===== config.mk =====
export PLATFORM = sky130hd
export DESIGN_NAME = imu_tilt_filter
export DESIGN_NICKNAME = d
export VERILOG_FILES = /design/src/rtl/imu_pkg.sv /design/src/rtl/moving_avg.sv /design/src/rtl/imu_tilt_filter.sv
export SDC_FILE = /design/constraint.sdc
export NUM_CORES = 1
export LEC_CHECK = 0
export ABC_AREA = 0
export BUFFER_PORTS_ARGS = -buffer_cell sky130_fd_sc_hd__buf_2
export CAP_MARGIN = 20
export CORE_ASPECT_RATIO = 1.75
export CORE_MARGIN = 10
export CORE_UTILIZATION = 40
export CTS_CLUSTER_DIAMETER = 60
export DETAILED_ROUTE_END_ITERATION = 6
export SETUP_SLACK_MARGIN = 0.05
export SLEW_MARGIN = 10
export SYNTH_ARGS = -nofsm -noshare
export SYNTH_HDL_FRONTEND = slang
export SYNTH_SLANG_ARGS = --single-unit

===== constraint.sdc =====
create_clock -name clk -period 10.55 [get_ports clk]
set_input_delay 0 -clock clk [delete_from_list [all_inputs] [get_ports clk]]
set_output_delay 0 -clock clk [all_outputs]
set_load 0.01 [all_outputs]

===== src/rtl/imu_pkg.sv =====
// Shared IMU types: the reader's sample record, the tilt classification and filter defaults.
package imu_pkg;

  typedef struct packed {
    logic signed [15:0] pitch;
    logic signed [15:0] roll;
    logic signed [15:0] yaw;
    logic signed [15:0] x;
    logic signed [15:0] y;
    logic signed [15:0] z;
  } data_t;

  typedef enum logic [2:0] {
    TiltLevel = 3'd0,
    TiltLeft  = 3'd1,
    TiltRight = 3'd2,
    TiltFwd   = 3'd3,
    TiltBack  = 3'd4
  } tilt_t;

  localparam int          DefThresh   = 4000;
  localparam int          DefHyst     = 1000;
  localparam int unsigned DefDebounce = 3;

  // Magnitude of a 16-bit sample; -32768 clamps so the result stays in 16-bit range.
  function automatic int abs_sat16(int v);
    if (v < -32767) return 32767;
    if (v < 0) return -v;
    return v;
  endfunction

endpackage


===== src/rtl/moving_avg.sv =====
// Single-axis sliding-window average: ring buffer plus running sum, two-stage pipeline.
module moving_avg #(
  parameter int unsigned WIDTH = 16,
  parameter int unsigned LOG2  = 3
) (
  input  logic                    clk,
  input  logic                    reset,
  input  logic                    in_valid,
  input  logic signed [WIDTH-1:0] in_data,
  output logic signed [WIDTH-1:0] avg,
  output logic                    avg_valid
);

  localparam int unsigned Depth = 1 << LOG2;
  localparam int unsigned SumW  = WIDTH + LOG2;
  localparam logic [LOG2:0] FillFull = {1'b1, {LOG2{1'b0}}};

  logic signed [WIDTH-1:0] ring_q [Depth];
  logic [LOG2-1:0]         wr_ptr_q;
  logic [LOG2:0]           fill_q;
  logic signed [SumW-1:0]  sum_q;
  logic                    s1_valid_q;

  logic signed [WIDTH-1:0] oldest;
  logic signed [SumW-1:0]  new_ext;
  logic signed [SumW-1:0]  old_ext;
  logic signed [SumW-1:0]  sum_d;

  // The slot about to be overwritten holds the sample leaving the window.
  assign oldest  = ring_q[wr_ptr_q];
  assign new_ext = {{LOG2{in_data[WIDTH-1]}}, in_data};
  assign old_ext = {{LOG2{oldest[WIDTH-1]}}, oldest};
  assign sum_d   = sum_q + new_ext - old_ext;

  always_ff @(posedge clk) begin
    if (!reset) begin
      for (int unsigned i = 0; i < Depth; i++) begin
        ring_q[i] <= '0;
      end
      wr_ptr_q   <= '0;
      fill_q     <= '0;
      sum_q      <= '0;
      s1_valid_q <= 1'b0;
      avg        <= '0;
      avg_valid  <= 1'b0;
    end else begin
      s1_valid_q <= in_valid;
      avg_valid  <= 1'b0;
      if (in_valid) begin
        ring_q[wr_ptr_q] <= in_data;
        wr_ptr_q         <= wr_ptr_q + LOG2'(1);
        sum_q            <= sum_d;
        if (fill_q != FillFull) begin
          fill_q <= fill_q + (LOG2 + 1)'(1);
        end
      end
      if (s1_valid_q) begin
        avg       <= WIDTH'(sum_q >>> LOG2);
        avg_valid <= (fill_q == FillFull);
      end
    end
  end

endmodule


===== src/rtl/imu_tilt_filter.sv =====
// Averages accel X/Y over a sliding window and classifies the result into a debounced,
// hysteretic tilt direction.
module imu_tilt_filter
  import imu_pkg::*;
#(
  parameter int unsigned AVG_LOG2 = 3,
  parameter int          THRESH   = DefThresh,
  parameter int          HYST     = DefHyst,
  parameter int unsigned DEBOUNCE = DefDebounce
) (
  input  logic        clk,
  input  logic        reset,
  input  logic        sample_valid,
  input  logic [95:0] imu_data,
  output logic [15:0] avg_x,
  output logic [15:0] avg_y,
  output logic        avg_valid,
  output logic [2:0]  tilt,
  output logic        tilt_changed
);

  localparam int ExitLvl = THRESH - HYST;

  data_t       sample;
  logic        y_valid;
  logic        unused_fields;

  tilt_t       tilt_q;
  tilt_t       prev_cand_q;
  logic [31:0] deb_cnt_q;

  int          ax;
  int          ay;
  int          abs_x;
  int          abs_y;
  logic        hold;
  tilt_t       cand;
  logic [31:0] deb_next;

  assign sample = imu_data;

  moving_avg #(
    .WIDTH (16),
    .LOG2  (AVG_LOG2)
  ) u_avg_x (
    .clk       (clk),
    .reset     (reset),
    .in_valid  (sample_valid),
    .in_data   (sample.x),
    .avg       (avg_x),
    .avg_valid (avg_valid)
  );

  moving_avg #(
    .WIDTH (16),
    .LOG2  (AVG_LOG2)
  ) u_avg_y (
    .clk       (clk),
    .reset     (reset),
    .in_valid  (sample_valid),
    .in_data   (sample.y),
    .avg       (avg_y),
    .avg_valid (y_valid)
  );

  // Both axes share one strobe, so the y copy of avg_valid is redundant.
  assign unused_fields = ^{sample.pitch, sample.roll, sample.yaw, sample.z, y_valid};

  assign ax = int'($signed(avg_x));
  assign ay = int'($signed(avg_y));

  always_comb begin
    abs_x = abs_sat16(ax);
    abs_y = abs_sat16(ay);
    hold  = 1'b0;
    cand  = TiltLevel;
    unique case (tilt_q)
      TiltRight: hold = (ax > ExitLvl);
      TiltLeft:  hold = (ax < -ExitLvl);
      TiltFwd:   hold = (ay > ExitLvl);
      TiltBack:  hold = (ay < -ExitLvl);
      default:   hold = 1'b0;
    endcase
    if (hold) begin
      cand = tilt_q;
    end else if (abs_x >= abs_y) begin
      if (ax > THRESH) cand = TiltRight;
      else if (ax < -THRESH) cand = TiltLeft;
    end else begin
      if (ay > THRESH) cand = TiltFwd;
      else if (ay < -THRESH) cand = TiltBack;
    end
  end

  assign deb_next = (cand == prev_cand_q) ? deb_cnt_q + 32'd1 : 32'd1;

  always_ff @(posedge clk) begin
    if (!reset) begin
      tilt_q       <= TiltLevel;
      prev_cand_q  <= TiltLevel;
      deb_cnt_q    <= '0;
      tilt_changed <= 1'b0;
    end else begin
      tilt_changed <= 1'b0;
      if (avg_valid) begin
        prev_cand_q <= cand;
        if (cand == tilt_q) begin
          deb_cnt_q <= '0;
        end else if (deb_next >= DEBOUNCE) begin
          tilt_q       <= cand;
          tilt_changed <= 1'b1;
          deb_cnt_q    <= '0;
        end else begin
          deb_cnt_q <= deb_next;
        end
      end
    end
  end

  assign tilt = tilt_q;

endmodule


==> results of run 1 <==
==> power by group through the flow <==
stage / Clock (mW) / Sequential, mW / Combinational (mW)
5_1_grt: 1.53 / 1.84 / 1.92
3_5_place_dp: 0 / 1.86 / 1.69
4_1_cts: 1.48 / 1.82 / 1.72
6_report: 1.45 / 1.82 / 1.71
3_3_place_gp: 0 / 1.85 / 1.64
2_1_floorplan: 0 / 1.81 / 1.33
==> cell families after synthesis <==
group | count (synthesis)
other | 2
XOR/XNOR | 51
buffers and inverters | 303
AO/OA/AOI/OAI | 239
multiplexers | 158
flip-flops | 383
AND/OR/NAND/NOR | 690
adder cells (fa/ha/maj) | 117
==> how the worst max path moves through the flow <==
stage                   endpoint      startpoint  slack, ns
global placement    deb_cnt_q[1]  u_avg_y.avg[3]       4.92
floorplan           deb_cnt_q[1]  u_avg_y.avg[2]       5.68
finish              deb_cnt_q[1]  u_avg_y.avg[2]       4.68
global route        deb_cnt_q[1]  u_avg_y.avg[2]       4.20
CTS                 deb_cnt_q[1]  u_avg_y.avg[2]       4.75
detailed placement  deb_cnt_q[1]  u_avg_y.avg[3]       4.80
==> layout make-up <==
| class | count | area share |
|---|---|---|
| sequential | 383 | 0.4255 |
| multi-input combinational | 1287 | 0.4161 |
| clock buffer | 47 | 0.04353 |
| timing repair buffer | 144 | 0.04208 |
| tap | 678 | 0.03526 |
| inverter | 165 | 0.02575 |
| clock inverter | 25 | 0.01181 |
==> worst max-delay path: stages (launching register included) <==
cell	delay, ns
dfxtp_1	0.38
nor3_1	0.44
nor4b_1	0.60
and4_1	0.63
nand2b_1	0.39
nor3_1	0.09
nand2_1	0.15
ha_1	0.26
nand4_1	0.15
or2_1	0.20
a211oi_1	0.07
o41a_1	0.49
nor3_1	0.51
o21ai_0	0.18
a31oi_2	0.32
xor2_1	0.16
or3_1	0.41
o41ai_2	0.32
==> stage by stage <==
stage / cells / total power [mW]
after floorplan: 1973 / 3.140
after global placement: 2619 / 3.495
after detailed placement: 2624 / 3.551
after CTS: 2729 / 5.019
after global routing: 2729 / 5.293
final: 2729 / 4.984
==> flip-flops by register name, summed over array words and instances (netlist names), 4 cells and up, named ones only <==
register	count
deb_cnt_q	32
u_avg_x.avg	16
u_avg_x.fill_q	4
u_avg_x.ring_q	128
u_avg_x.sum_q	19
u_avg_y.avg	16
u_avg_y.ring_q	128
u_avg_y.sum_q	19
==> cell usage in the layout (no fill, tap or decap), types with 10 or more instances in the layout <==
cell	count
and2_1	68
and3_1	10
inv_1	133
nor2_1	129
clkbuf_16	40
nand2b_1	21
mux2i_1	62
or3_1	16
clkinv_2	10
dfxtp_1	122
xnor2_1	33
buf_4	36
nand2_1	75
buf_2	71
nor4_1	138
a21oi_1	69
nand4_1	16
mux4_2	64
a21o_1	12
nor3_1	132
conb_1	32
ha_1	81
dlygate4sd3_1	33
o21ai_0	43
fa_1	36
nand3_1	38
o22ai_1	12
xor2_1	18
mux2_2	32
a211oi_1	12
clkinv_1	35
edfxtp_1	256
==> per-layer routing <==
layer,wire length (um),vias up,GRT usage
li1,-,7303,-
met1,21510,7588,0.1942
met2,30310,394,0.3238
met3,2252,112,0.01855
met4,1926,0,0.07048
met5,0,-,0
==> repair_timing <==
| action | 4_1_cts | 5_1_grt |
|---|---|---|
| endpoints found under the hold margin | 225 | 0 |
| setup endpoints to repair | 0 | 0 |
| resized for setup | 0 | 0 |
| hold buffers | 33 | 0 |
==> flow_metrics.tcl, run 1 <==
set metrics [dict create \
    status "completed" \
    clk_pin_slew_worst_paths_ns 0.07 \
    placed_area_um2 22400 \
    yosys-top-cells-area "edfxtp_1 36%, dfxtp_1 12%, mux4_2 6.8%" \
    netlist.area_leader.share 0.3623 \
    crit_fanout 16 \
    hold_class "in2reg" \
    p_per_area_nw_per_um2 207.2 \
    hold_ws_ns 0.1430 \
    drtIter0Drc 1268 \
    synth_xor_area_frac 0.02105 \
    synth_compound_area_frac 0.07423 \
    hold_violations 0 \
    max_freq_mhz 170.4 \
    post-route-util 0.4582 \
    synth-adder-area-share 0.08172 \
    antenna_found_initial 0 \
    grt_start_max_net_pins 87 \
    diodes 0 \
    holdPathStages 4 \
    hold_end "u_avg_y.sum_q[1]" \
    power.share.sequential 0.366 \
    syn_inst 1943 \
    drv_slew 0 \
    postCtsSetupBuffers 0 \
    post-route-period-util 0.5563 \
    synth_top_family_by_area "simple AND/OR/NAND/NOR gates" \
    register_area_um2 10240 \
    placement.setup.worst_slack_ns 4.802 \
    cts_buffers 39 \
    avgSynthCellArea_um2 10.92 \
    crit_path_start_kind "flip-flop" \
    wl_per_cell_um 20.52 \
    rr_worst_depth 17 \
    worstPathRequired_ns 11.00 \
    reg2reg_from "u_avg_y.avg[2]" \
    cts_buffer_depth 3 \
    dp_hpwl_mm 37.20 \
    slew_headroom 0.2383 \
    drc 0 \
    switching_power_mw 1.712 \
    fin_ws_ns 4.681 \
    skew_ns 0.03250 \
    async_reset_ff_frac 0 \
    power_frac_comb 0.343 \
    num_vias 15397 \
    vias_per_cell 5.642 \
    totalNegativeSetupSlack_ns 0 \
    rows 111 \
    min-delay-start "sample_valid" \
    design_area_um2 24060 \
    finalSetupViolations 0 \
    ir_worst_vdd_mv 0.1192 \
    yosysMostFrequentCell "edfxtp_1" \
    p_int_mw 3.271 \
    synth_simple_gate_area_frac 0.1726 \
    fillers 4846 \
    cts_tree "yes" \
    synth_top_area_cell "edfxtp_1" \
    layout-drive-gt1-share 0.1492 \
    max_cap_viol_count 0 \
    leakage_nw 9.163 \
    multiInputGateArea_um2 10010 \
    htreeDepth 2 \
    synth_edf_count 256 \
    clockPowerShare 0.291 \
    ys_ff_latch 383 \
    cts_root_buffer "clkbuf_16" \
    area_growth_pct 13.37 \
    die-area_um2 63030 \
    grt_setup_unrepaired "false" \
    drt-total-wl_mm 56.00 \
    path_class "reg2reg" \
    endpoint_kind "flip-flop" \
    dr.pass1.iters 5 \
    core_area_um2 52500 \
    die_w_um 194.1 \
    yosysUniqueCellTypes 78 \
    syn_area_um2 21220 \
    cts_sinks 383 \
    worst_slew_pin_slew_ns 1.143 \
    min_period_ns 5.869 \
    yosys_warnings 0 \
    r2r_setup_slack_ns 4.68 \
    overflow 0 \
    gp_congestion 0.8424 \
    switching_share 0.3436 \
    io_pins 136 \
    portBuffers 71 \
    muxShareOfSynthArea 0.1142 \
    arrival_ns 6.32 \
    drtAntennaViolNets 0 \
    clock_latency_ns 0.57 \
    track_usage 0.1731 \
    yosysSeqAreaShare 0.4821 \
    grt_pass1_vias 15734 \
    synth_flop_cell "edfxtp_1" \
    worstReg2RegEnd "deb_cnt_q[1]" \
    synthTopCellsByCount "256 x edfxtp_1, 140 x nor4_1, 133 x inv_1, 132 x nor3_1, 129 x nor2_1" \
    grt_pass1_wl_mm 87.95 \
    initial_utilization 0.4042 \
    fin_nets 2236 \
    die_h_um 324.7 \
]
Power figures use the tool's default switching activity.
==> inputs of run 2 (changes only) <==
- clock period: 10.55 -> 5.6 ns (I/O delays scaled with it)
==> run 2 against run 1 <==
Against the previous run:
- critical path depth shrank 1
- largest power group unchanged
- largest cell class unchanged
- maximum frequency grew 14%
- critical endpoint unchanged
- routed wire length grew 0.94%
- sequential power grew 88%
- clock-buffer cell count grew 6
- power grew 90%
- final area grew 0.62%
- clock skew shrank 0.0036 ns
- register-to-register slack lost 4.2 ns
==> flow_metrics.tcl, run 2 (synthesis gave the netlist of run 1 again) <==
set metrics [dict create \
    path_cells "nor4_1 -> nand3_1 -> nor3_1 -> mux2_2 -> o22ai_1 -> ha_1 -> a21oi_1 -> nand2_1 -> a21o_1 -> o41a_1 -> nor3_2 -> o21ai_0 -> a31oi_2 -> xor2_1 -> or3_1 -> o41ai_2" \
    grt_start_max_net_pins 87 \
    cts_tree "yes" \
    die_h_um 324.7 \
    drv_slew 0 \
    power_mw 9.452 \
    largest_registers "u_avg_x.ring_q: 128 flops, u_avg_y.ring_q: 128 flops, deb_cnt_q: 32 flops" \
    arrival_ns 5.58 \
    num_vias 15556 \
    slew_headroom 0.2366 \
    cp_slowest_cell "nor4_1" \
    core_area_um2 52500 \
    io_pins 136 \
    grt_setup_unrepaired "false" \
    hold_ws_ns 0.07019 \
    power.share.sequential 0.363 \
    rows 111 \
    grtUsageMet3 0.01732 \
    hold_class "in2reg" \
    path_class "reg2reg" \
    post-route-util 0.4611 \
    status "completed" \
    initial_utilization 0.4042 \
    drc 0 \
    dr.pass1.iters 5 \
    placed_cells 2644 \
    worst_slew_pin_slew_ns 1.145 \
    overflow 0 \
    switching_power_mw 3.229 \
    totalNegativeSetupSlack_ns 0 \
    power_frac_comb 0.347 \
    leakage_nw 9.259 \
    cts_root_buffer "clkbuf_16" \
    final_common_cell "edfxtp_1" \
    grt_pass1_vias 15891 \
    p_int_mw 6.223 \
    met1_usage 0.1952 \
    vias_per_cell 5.659 \
    crit_fanout 8 \
    cts_buffer_depth 3 \
    clockPowerShare 0.290 \
    clock_latency_ns 0.56 \
    fin_nets 2257 \
    fillers 4829 \
    cp_slowest_stage_delay_ns 0.71 \
    drtAntennaViolNets 0 \
    final_cells 2749 \
    worstPathRequired_ns 6.04 \
    area_growth_pct 14.07 \
    track_usage 0.1744 \
    endpoint_kind "flip-flop" \
    p_per_area_nw_per_um2 390.5 \
    use_met2 0.3238 \
    wl_per_cell_um 20.56 \
    die_w_um 194.1 \
    portBuffers 71 \
    post-route-period-util 0.9190 \
    drtIter0Drc 1064 \
    antenna_found_initial 1 \
    clk_pin_slew_worst_paths_ns 0.07 \
    cts_sinks 383 \
    cts_buffers 39 \
    die-area_um2 63030 \
    max_freq_mhz 194.3 \
    switching_share 0.3416 \
    crit_path_start_kind "flip-flop" \
    grt_pass1_wl_mm 88.73 \
    htreeDepth 2 \
    layout-drive-gt1-share 0.1589 \
    skew_ns 0.02892 \
    ir_worst_vdd_mv 0.1958 \
    dp_hpwl_mm 38.44 \
    grt_most_used_layer "met2" \
    diodes 0 \
    gp_congestion 0.8467 \
    postCtsSetupBuffers 0 \
    max_cap_viol_count 0 \
    finalSetupViolations 0 \
    hold_violations 0 \
    min_period_ns 5.146 \
    layout_common_cells "256 x edfxtp_1, 137 x nor4_1, 133 x inv_1, 130 x nor3_1, 129 x nor2_1" \
    drt-total-wl_mm 56.53 \
]
==> run 2: path summary, 6_finish.rpt <==
kind / startpoint / to / slack (ns) / depth (start not counted)
worst max-delay path: u_avg_y.avg[10] / deb_cnt_q[1] / 0.45 / 16
worst max register to register: u_avg_y.avg[10] / deb_cnt_q[1] / 0.45 / 16
worst min-delay path: reset / u_avg_x.avg_valid / 0.07 / 4
worst min register to register: deb_cnt_q[27] / deb_cnt_q[27] / 0.48 / 1
==> run 2: through the flow <==
step	setup WS, ns	instance area [um2]
2_1_floorplan	0.7256	21330
3_3_place_gp	0.3519	22520
3_5_place_dp	0.1400	22520
4_1_cts	0.05336	24160
5_1_grt	0.07595	24210
6_report	0.4538	24210
==> run 2: cell type report <==
class                   count  area (um2)  share of cell area
repair buffers            165        1156             0.04776
well taps                 678       848.3             0.03505
clock buffers              53        1100             0.04544
flip-flops and latches    383       10240              0.4229
inverters                 165       619.3             0.02559
multi-input cells        1287       10030              0.4142
clock inverters            18       220.2            0.009097
==> run 2: what timing repair did <==
item,4_1_cts,5_1_grt
resized for setup,0,3
endpoints found under the hold margin,188,0
hold buffers,32,0
setup endpoints to repair,0,6
==> run 2: metal layers <==
layer,wire (um),vias up,share of wire
met1,21470,7655,0.38
met3,2424,123,0.043
met2,30290,418,0.54
met4,2344,0,0.041
met5,0,-,0
li1,-,7360,-
==> run 2: power groups by stage <==
stage	Clock, mW	Sequential [mW]	Combinational [mW]
3_3_place_gp	0	3.48	3.16
2_1_floorplan	0	3.41	2.51
3_5_place_dp	0	3.49	3.25
4_1_cts	2.79	3.43	3.28
6_report	2.74	3.43	3.28
5_1_grt	2.88	3.46	3.68
==> run 2: worst max-delay path: cells and delay by family, from the launching register on <==
family / cells / cell delay (ns)
AOI/OAI and AO/OA: 7 / 1.81
and+or+nand+nor: 6 / 2.03
DFF: 1 / 0.40
adders and majority gates: 1 / 0.31
xor gates and xnor gates: 1 / 0.14
muxes: 1 / 0.35
